## src/rtl/fetch_ctrl_pkg.sv

```systemverilog
// Shared definitions for the instruction fetch controller.
package fetch_ctrl_pkg;

  localparam int unsigned FC_WIDTH = 16;

  // Opcode field and the absolute-jump opcode handled locally by fetch.
  localparam int unsigned OP_MSB = 15;
  localparam int unsigned OP_LSB = 12;
  localparam logic [3:0]  OP_JMP = 4'hF;

  typedef enum logic [1:0] {
    IDLE  = 2'd0,
    FETCH = 2'd1,
    ISSUE = 2'd2,
    REDIR = 2'd3
  } state_e;

  function automatic logic is_jmp(input logic [OP_MSB:0] instr);
    return instr[OP_MSB:OP_LSB] == OP_JMP;
  endfunction

endpackage

```

## src/rtl/fetch_ctrl.sv

```systemverilog
// Instruction fetch controller: reads the instruction at PC, presents it to
// execute, and steers the PC with increment (ipc) and load (epc) pulses.
module fetch_ctrl
  import fetch_ctrl_pkg::*;
#(
  parameter int unsigned WIDTH = FC_WIDTH
) (
  input  logic             clk,
  input  logic             reset,
  input  logic [WIDTH-1:0] pc,
  output logic             mem_rd,
  output logic [WIDTH-1:0] mem_addr,
  input  logic             mem_ack,
  input  logic [WIDTH-1:0] mem_data,
  output logic             ipc,
  output logic             epc,
  output logic [WIDTH-1:0] jdata,
  output logic [WIDTH-1:0] ir,
  output logic             ir_valid,
  input  logic             ir_ready,
  input  logic             br_taken,
  input  logic [WIDTH-1:0] br_target
);

  state_e           state_q, state_d;
  logic [WIDTH-1:0] ir_q, ir_d;
  logic [WIDTH-1:0] jdata_q, jdata_d;
  logic             ipc_q, ipc_d;
  logic             epc_q, epc_d;

  // State and pulse registers; reset abandons any in-flight memory read.
  always_ff @(posedge clk or negedge reset) begin
    if (!reset) begin
      state_q <= IDLE;
      ir_q    <= '0;
      jdata_q <= '0;
      ipc_q   <= 1'b0;
      epc_q   <= 1'b0;
    end else begin
      state_q <= state_d;
      ir_q    <= ir_d;
      jdata_q <= jdata_d;
      ipc_q   <= ipc_d;
      epc_q   <= epc_d;
    end
  end

  // Next-state logic; ipc/epc are raised only on the transition into
  // ISSUE/REDIR, which makes each a single-cycle pulse and mutually exclusive.
  always_comb begin
    state_d = state_q;
    ir_d    = ir_q;
    jdata_d = jdata_q;
    ipc_d   = 1'b0;
    epc_d   = 1'b0;
    unique case (state_q)
      IDLE: state_d = FETCH;
      FETCH: begin
        if (mem_ack) begin
          ir_d = mem_data;
          if (is_jmp(mem_data[OP_MSB:0])) begin
            jdata_d = WIDTH'(mem_data[OP_LSB-1:0]);
            epc_d   = 1'b1;
            state_d = REDIR;
          end else begin
            ipc_d   = 1'b1;
            state_d = ISSUE;
          end
        end
      end
      ISSUE: begin
        if (ir_ready) begin
          if (br_taken) begin
            jdata_d = br_target;
            epc_d   = 1'b1;
            state_d = REDIR;
          end else begin
            state_d = FETCH;
          end
        end
      end
      REDIR: state_d = FETCH;
      default: state_d = IDLE;
    endcase
  end

  // Handshake outputs decode directly from the registered state.
  always_comb begin
    mem_rd   = (state_q == FETCH);
    mem_addr = pc;
    ir_valid = (state_q == ISSUE);
    ir       = ir_q;
    jdata    = jdata_q;
    ipc      = ipc_q;
    epc      = epc_q;
  end

endmodule

```

## config.mk

```make
export PLATFORM = sky130hd
export DESIGN_NAME = fetch_ctrl
export DESIGN_NICKNAME = d
export VERILOG_FILES = /design/src/rtl/fetch_ctrl_pkg.sv /design/src/rtl/fetch_ctrl.sv
export SDC_FILE = /design/constraint.sdc
export NUM_CORES = 1
export LEC_CHECK = 0
export CORE_MARGIN = 3
export CORE_UTILIZATION = 35
export CTS_CLUSTER_SIZE = 10
export DETAILED_ROUTE_END_ITERATION = 12
export GPL_ROUTABILITY_DRIVEN = 0
export PLACE_DENSITY = 0.76
export SLEW_MARGIN = 20
export SYNTH_ARGS = -nofsm -noshare
export SYNTH_HDL_FRONTEND = slang
export SYNTH_SLANG_ARGS = --single-unit
```

## constraint.sdc

```tcl
create_clock -name clk -period 2.47 [get_ports clk]
set_input_delay 0.494 -clock clk [delete_from_list [all_inputs] [get_ports clk]]
set_output_delay 0.494 -clock clk [all_outputs]
set_load 0.02 [all_outputs]
```

==> results.txt, run 1 <==
status - finished, final reports clean
Max-Cap Viols - 0
Placed Instances - 249
largest net degree at the start of global routing - 37
initial antenna violation count - 0
# clock sinks - 36
Yosys top cell area share - 0.522
crit path max fanout - 7
initial core utilization - 0.378
flip-flop and latch area - 901 µm²
Fillers - 405
post-synth top area cell - dfrtp_1
total nets after synthesis - 183
final setup fails - 0
Hold WS - 0.292 ns
Synth-to-Final Area Change - 45.3%
delay-heaviest family, CP - buffers and inverters
final setup TNS - 0 ns
Max Slew Vio Count - 0
Worst slew margin - 0.470
H-tree levels - 2
Non-Filler Instances - 257
most frequent cells in the layout - clkdlybuf4s50_1, dfrtp_1, mux2_2
final WL - 4040 µm
RSZ-0062 raised after global routing - no
first-pass GRT wire length - 6880 µm
post_cts resized - 0
post-DR wirelength/cell - 15.7 µm
post-route ant nets - 0
CP bufs+invs - 2
Rows - 24
commonest non-fill, non-tap cell in the layout - clkdlybuf4s50_1
cell area after synthesis - 1730 µm²
crit path launch type - register
GRT Overall Usage - 0.151
synthesized instance count - 128
layout cell share with drive strength beyond 1 - 0.250
number of diodes - 0
Hold WC Path Type - in -> async
Die X - 76.2 µm
# hold bufs at CTS - 0
CP max stage delay - 0.67 ns
clock latency on the worst-skew pair - 0.29 ns
grt ovf - 0
area occupied by multi-input gates - 652 µm²
critical path class - reg -> out
P_leak - 1.03 nW
YS warnings - 0
CP required - 1.98 ns
Die Y - 76.2 µm
via/cell ratio - 4.57
Hold Fails Final Rpt - 0
CTS Buf Count - 5
vias in the first global route - 1384
Clock transition at path regs - 0.07 ns
crit path cell chain - inv_1 -> ha_1 -> clkdlybuf4s50_1
setup bufs post-CTS - 0
Compound-Gate Fraction of Synth Area - 0.0333
drt initial violations - 47
I/O pins - 105
Arrival @ worst endpoint - 1.76 ns
post-synthesis adder-cell area fraction - 0.0145
core area - 4560 µm²
root buffer cell - clkbuf_8
CTS Buffer Depth - 2
CTS tree - yes
Post-Synth Simple-Gate Area - 0.0457
maximum vdd drop - 0.610 mV
Seq cells post-synth - 36
fin nets - 246
I/O Buffers - 72
main area contributors after synthesis - dfrtp_1, mux2_2, buf_4
XOR/XNOR Fraction of Synth Area - 0
mean area per synthesized cell - 13.5 µm²
Crit-path slowest cell - clkdlybuf4s50_1
Clock Skew - 0.0101 ns
DRC viols - 0
Pre-Repair DR Iteration Count - 3
Tcrit/Tclk final - 0.913
FMAX - 0.443 GHz
synth unique cells - 24
largest family of logic cells by synthesized area - multiplexers
detailed-route via count - 1174
Worst-Margin Slew - 0.796 ns
Pwr Density - 1310 nW/µm²
post-layout minimum cycle time - 2.26 ns
die area - 5810 µm²
mux contribution to synthesized area - 0.284
HPWL after detailed placement - 3150 µm
sequential fraction of the synthesis area - 0.522
critical path endpoint category - output pin
-- cell usage after synthesis --
| cell | instances |
|---|---|
| a21boi_0 | 1 |
| nand2_1 | 5 |
| a21oi_1 | 1 |
| a221oi_4 | 1 |
| buf_2 | 1 |
| nor2_1 | 2 |
| o32a_1 | 1 |
| nand4_1 | 1 |
| buf_4 | 17 |
| nand3_2 | 1 |
| mux2i_1 | 4 |
| nor2b_1 | 1 |
| nand3_1 | 1 |
| o22a_1 | 1 |
| mux2_2 | 34 |
| mux2_1 | 6 |
| and2b_1 | 1 |
| nand2b_2 | 1 |
| inv_1 | 7 |
| dfrtp_1 | 36 |
| clkbuf_1 | 1 |
| ha_1 | 2 |
| buf_6 | 1 |
| and4_1 | 1 |
-- cell type report --
type                            instances  share of cell area
Sequential cell                        36               0.359
Clock buffer                            8              0.0359
Tap cell                               65              0.0324
Multi-Input combinational cell         65               0.260
Timing Repair Buffer                   76               0.302
Inverter                                7              0.0105
-- routing by layer --
| layer | up-vias | global-route usage | wire length (µm) |
|---|---|---|---|
| met1 | 563 | 0.170 | 1600 |
| met3 | 18 | 0.0532 | 273 |
| li1 | 549 | - | - |
| met5 | - | 0 | 0 |
| met2 | 44 | 0.258 | 2080 |
| met4 | 0 | 0.0616 | 90 |
-- metrics by stage --
step | setup slack, ns | util | power [mW] | instance area, µm²
detailed placement | 0.273 | 0.530 | 2.90 | 2420
finish | 0.215 | 0.550 | 3.29 | 2510
floorplan | 0.438 | - | 2.08 | 1730
global route | 0.107 | 0.550 | 3.49 | 2510
CTS | 0.202 | 0.550 | 3.35 | 2510
global placement | 0.324 | 0.530 | 2.84 | 2420
-- registers in the layout (all words and copies together), names as in the netlist --
register	flops
epc	1
ipc	1
ir	16
jdata	16
state_q	2
-- where the power goes --
group	total, mW	internal (mW)	switching, mW
Sequential	1.04	0.885	0.155
Clock	0.426	0.227	0.198
Combinational	1.82	0.985	0.840
-- logic make-up after synthesis --
family | count (synthesis)
multiplexers | 44
flip-flops | 36
buffers and inverters | 27
AND/OR/NAND/NOR | 14
AO/OA/AOI/OAI | 5
adder cells (fa/ha/maj) | 2
-- path summary, 6_finish.rpt --
kind | from | endpoint | slack, ns | cells after the start
min in group clk | jdata[7] | jdata[7] | 0.50 | 1
hold reg to reg | jdata[7] | jdata[7] | 0.50 | 1
setup / recovery | state_q[1] | mem_rd | 0.21 | 3
max in group asynchronous | reset | ir[12] | 1.67 | 1
setup reg to reg | state_q[0] | jdata[4] | 0.47 | 7
hold / removal | reset | state_q[1] | 0.29 | 1
(Power assumes the default switching activity.)
==> run 2, diff against run 1 <==
--- a/config.mk
+++ b/config.mk
@@ -10,6 +10,7 @@
 export CTS_CLUSTER_SIZE = 10
 export DETAILED_ROUTE_END_ITERATION = 12
 export GPL_ROUTABILITY_DRIVEN = 0
+export HOLD_SLACK_MARGIN = 0.02
 export PLACE_DENSITY = 0.76
 export SLEW_MARGIN = 20
 export SYNTH_ARGS = -nofsm -noshare
==> results of run 2 <==
No change in the layout: final DEF, timing and power equal those of run 1.
==> run 3, diff against run 2 <==
--- a/config.mk
+++ b/config.mk
@@ -6,12 +6,12 @@
 export NUM_CORES = 1
 export LEC_CHECK = 0
 export CORE_MARGIN = 3
-export CORE_UTILIZATION = 35
+export CORE_UTILIZATION = 30
 export CTS_CLUSTER_SIZE = 10
 export DETAILED_ROUTE_END_ITERATION = 12
 export GPL_ROUTABILITY_DRIVEN = 0
 export HOLD_SLACK_MARGIN = 0.02
-export PLACE_DENSITY = 0.76
+export PLACE_DENSITY = 0.67
 export SLEW_MARGIN = 20
 export SYNTH_ARGS = -nofsm -noshare
 export SYNTH_HDL_FRONTEND = slang
==> run 3 against run 2 <==
Register-to-register slack improved by 0.10 ns. Total power decreased by 1.3%. Clock-buffer cell count down 3. Flip-flop and latch count unchanged. Sequential power barely moved. Utilization fell by 7.8 points. Hold slack got worse by 0.0056 ns. Highest routed layer unchanged.
==> results.txt, run 3 (synthesis results as in run 1) <==
Clock transition at path regs - 0.07 ns
P_leak - 1.03 nW
final setup TNS - 0 ns
RSZ-0062 raised after global routing - no
maximum vdd drop - 0.565 mV
initial antenna violation count - 0
Die X - 81.9 µm
Non-Filler Instances - 262
CTS tree - yes
DRC viols - 0
status - finished, final reports clean
most frequent cells in the layout - clkdlybuf4s50_1, dfrtp_1, mux2_2
clock latency on the worst-skew pair - 0.28 ns
Hold WC Path Type - in -> async
CP max stage delay - 0.69 ns
crit path cell chain - inv_1 -> ha_1 -> clkdlybuf4s50_1
setup bufs post-CTS - 0
CP bufs+invs - 2
die area - 6700 µm²
HPWL after detailed placement - 2960 µm
largest net degree at the start of global routing - 37
I/O pins - 105
initial core utilization - 0.324
Max-Cap Viols - 0
Pre-Repair DR Iteration Count - 4
H-tree levels - 2
crit path launch type - register
commonest non-fill, non-tap cell in the layout - clkdlybuf4s50_1
post-layout minimum cycle time - 2.27 ns
number of diodes - 0
Worst slew margin - 0.474
Pwr Total - 3.25 mW
final WL - 3900 µm
first-pass GRT wire length - 6270 µm
vias in the first global route - 1277
detailed-route via count - 1176
layout cell share with drive strength beyond 1 - 0.266
fin nets - 247
via/cell ratio - 4.49
post-DR wirelength/cell - 14.9 µm
Die Y - 81.9 µm
GRT Overall Usage - 0.125
Synth-to-Final Area Change - 45.7%
Hold Fails Final Rpt - 0
crit path max fanout - 7
Fillers - 503
Final Core Density - 0.472
Max Slew Vio Count - 0
final setup fails - 0
root buffer cell - clkbuf_8
CTS Buf Count - 5
Arrival @ worst endpoint - 1.78 ns
drt initial violations - 16
CTS Buffer Depth - 2
critical path endpoint category - output pin
Pwr Density - 1290 nW/µm²
# clock sinks - 36
core area - 5340 µm²
post-route ant nets - 0
Crit-path slowest cell - clkdlybuf4s50_1
post_cts resized - 0
I/O Buffers - 72
Tcrit/Tclk final - 0.920
# hold bufs at CTS - 0
Rows - 26
Clock Skew - 0.00509 ns
delay-heaviest family, CP - buffers and inverters
FMAX - 0.440 GHz
critical path class - reg -> out
Worst-Margin Slew - 0.790 ns
CP required - 1.98 ns
Hold WS - 0.286 ns
Placed Instances - 255
grt ovf - 0
[run 3: metrics by stage]
step	worst slack [ns]	instance area [µm²]
2_1_floorplan	0.438	1730
4_1_cts	0.0447	2510
3_5_place_dp	0.235	2430
6_report	0.197	2520
5_1_grt	0.110	2520
3_3_place_gp	0.258	2430
[run 3: worst paths after layout]
path	start	to	slack (ns)	cells after the start
min	reset	jdata[14]	0.29	1
min in group clk	jdata[10]	jdata[10]	0.49	1
min reg2reg	jdata[10]	jdata[10]	0.49	1
max reg2reg	state_q[0]	jdata[4]	0.57	6
max in group asynchronous	reset	ir[13]	1.67	1
max	state_q[1]	mem_rd	0.20	3
[run 3: cell type report]
cell class,instances,area (µm²),area share
inverter,7,26.3,0.0104
sequential,36,901,0.358
multi-input combinational,65,654,0.260
clock buffer,5,68.8,0.0273
clock inverter,2,12.5,0.00497
tap,70,87.6,0.0348
timing repair buffer,77,766,0.304
[run 3: report_power, final]
part           total (mW)  switching [mW]  internal, mW
Combinational        1.82           0.836         0.988
Clock               0.391           0.200         0.191
Sequential           1.03           0.146         0.884
[run 3: layer usage]
| layer | up-vias | track usage | routed length [µm] |
|---|---|---|---|
| met4 | 0 | 0.0415 | 82 |
| met5 | - | 0 | 0 |
| met1 | 557 | 0.153 | 1650 |
| met3 | 18 | 0.0658 | 473 |
| met2 | 52 | 0.188 | 1690 |
| li1 | 549 | - | - |
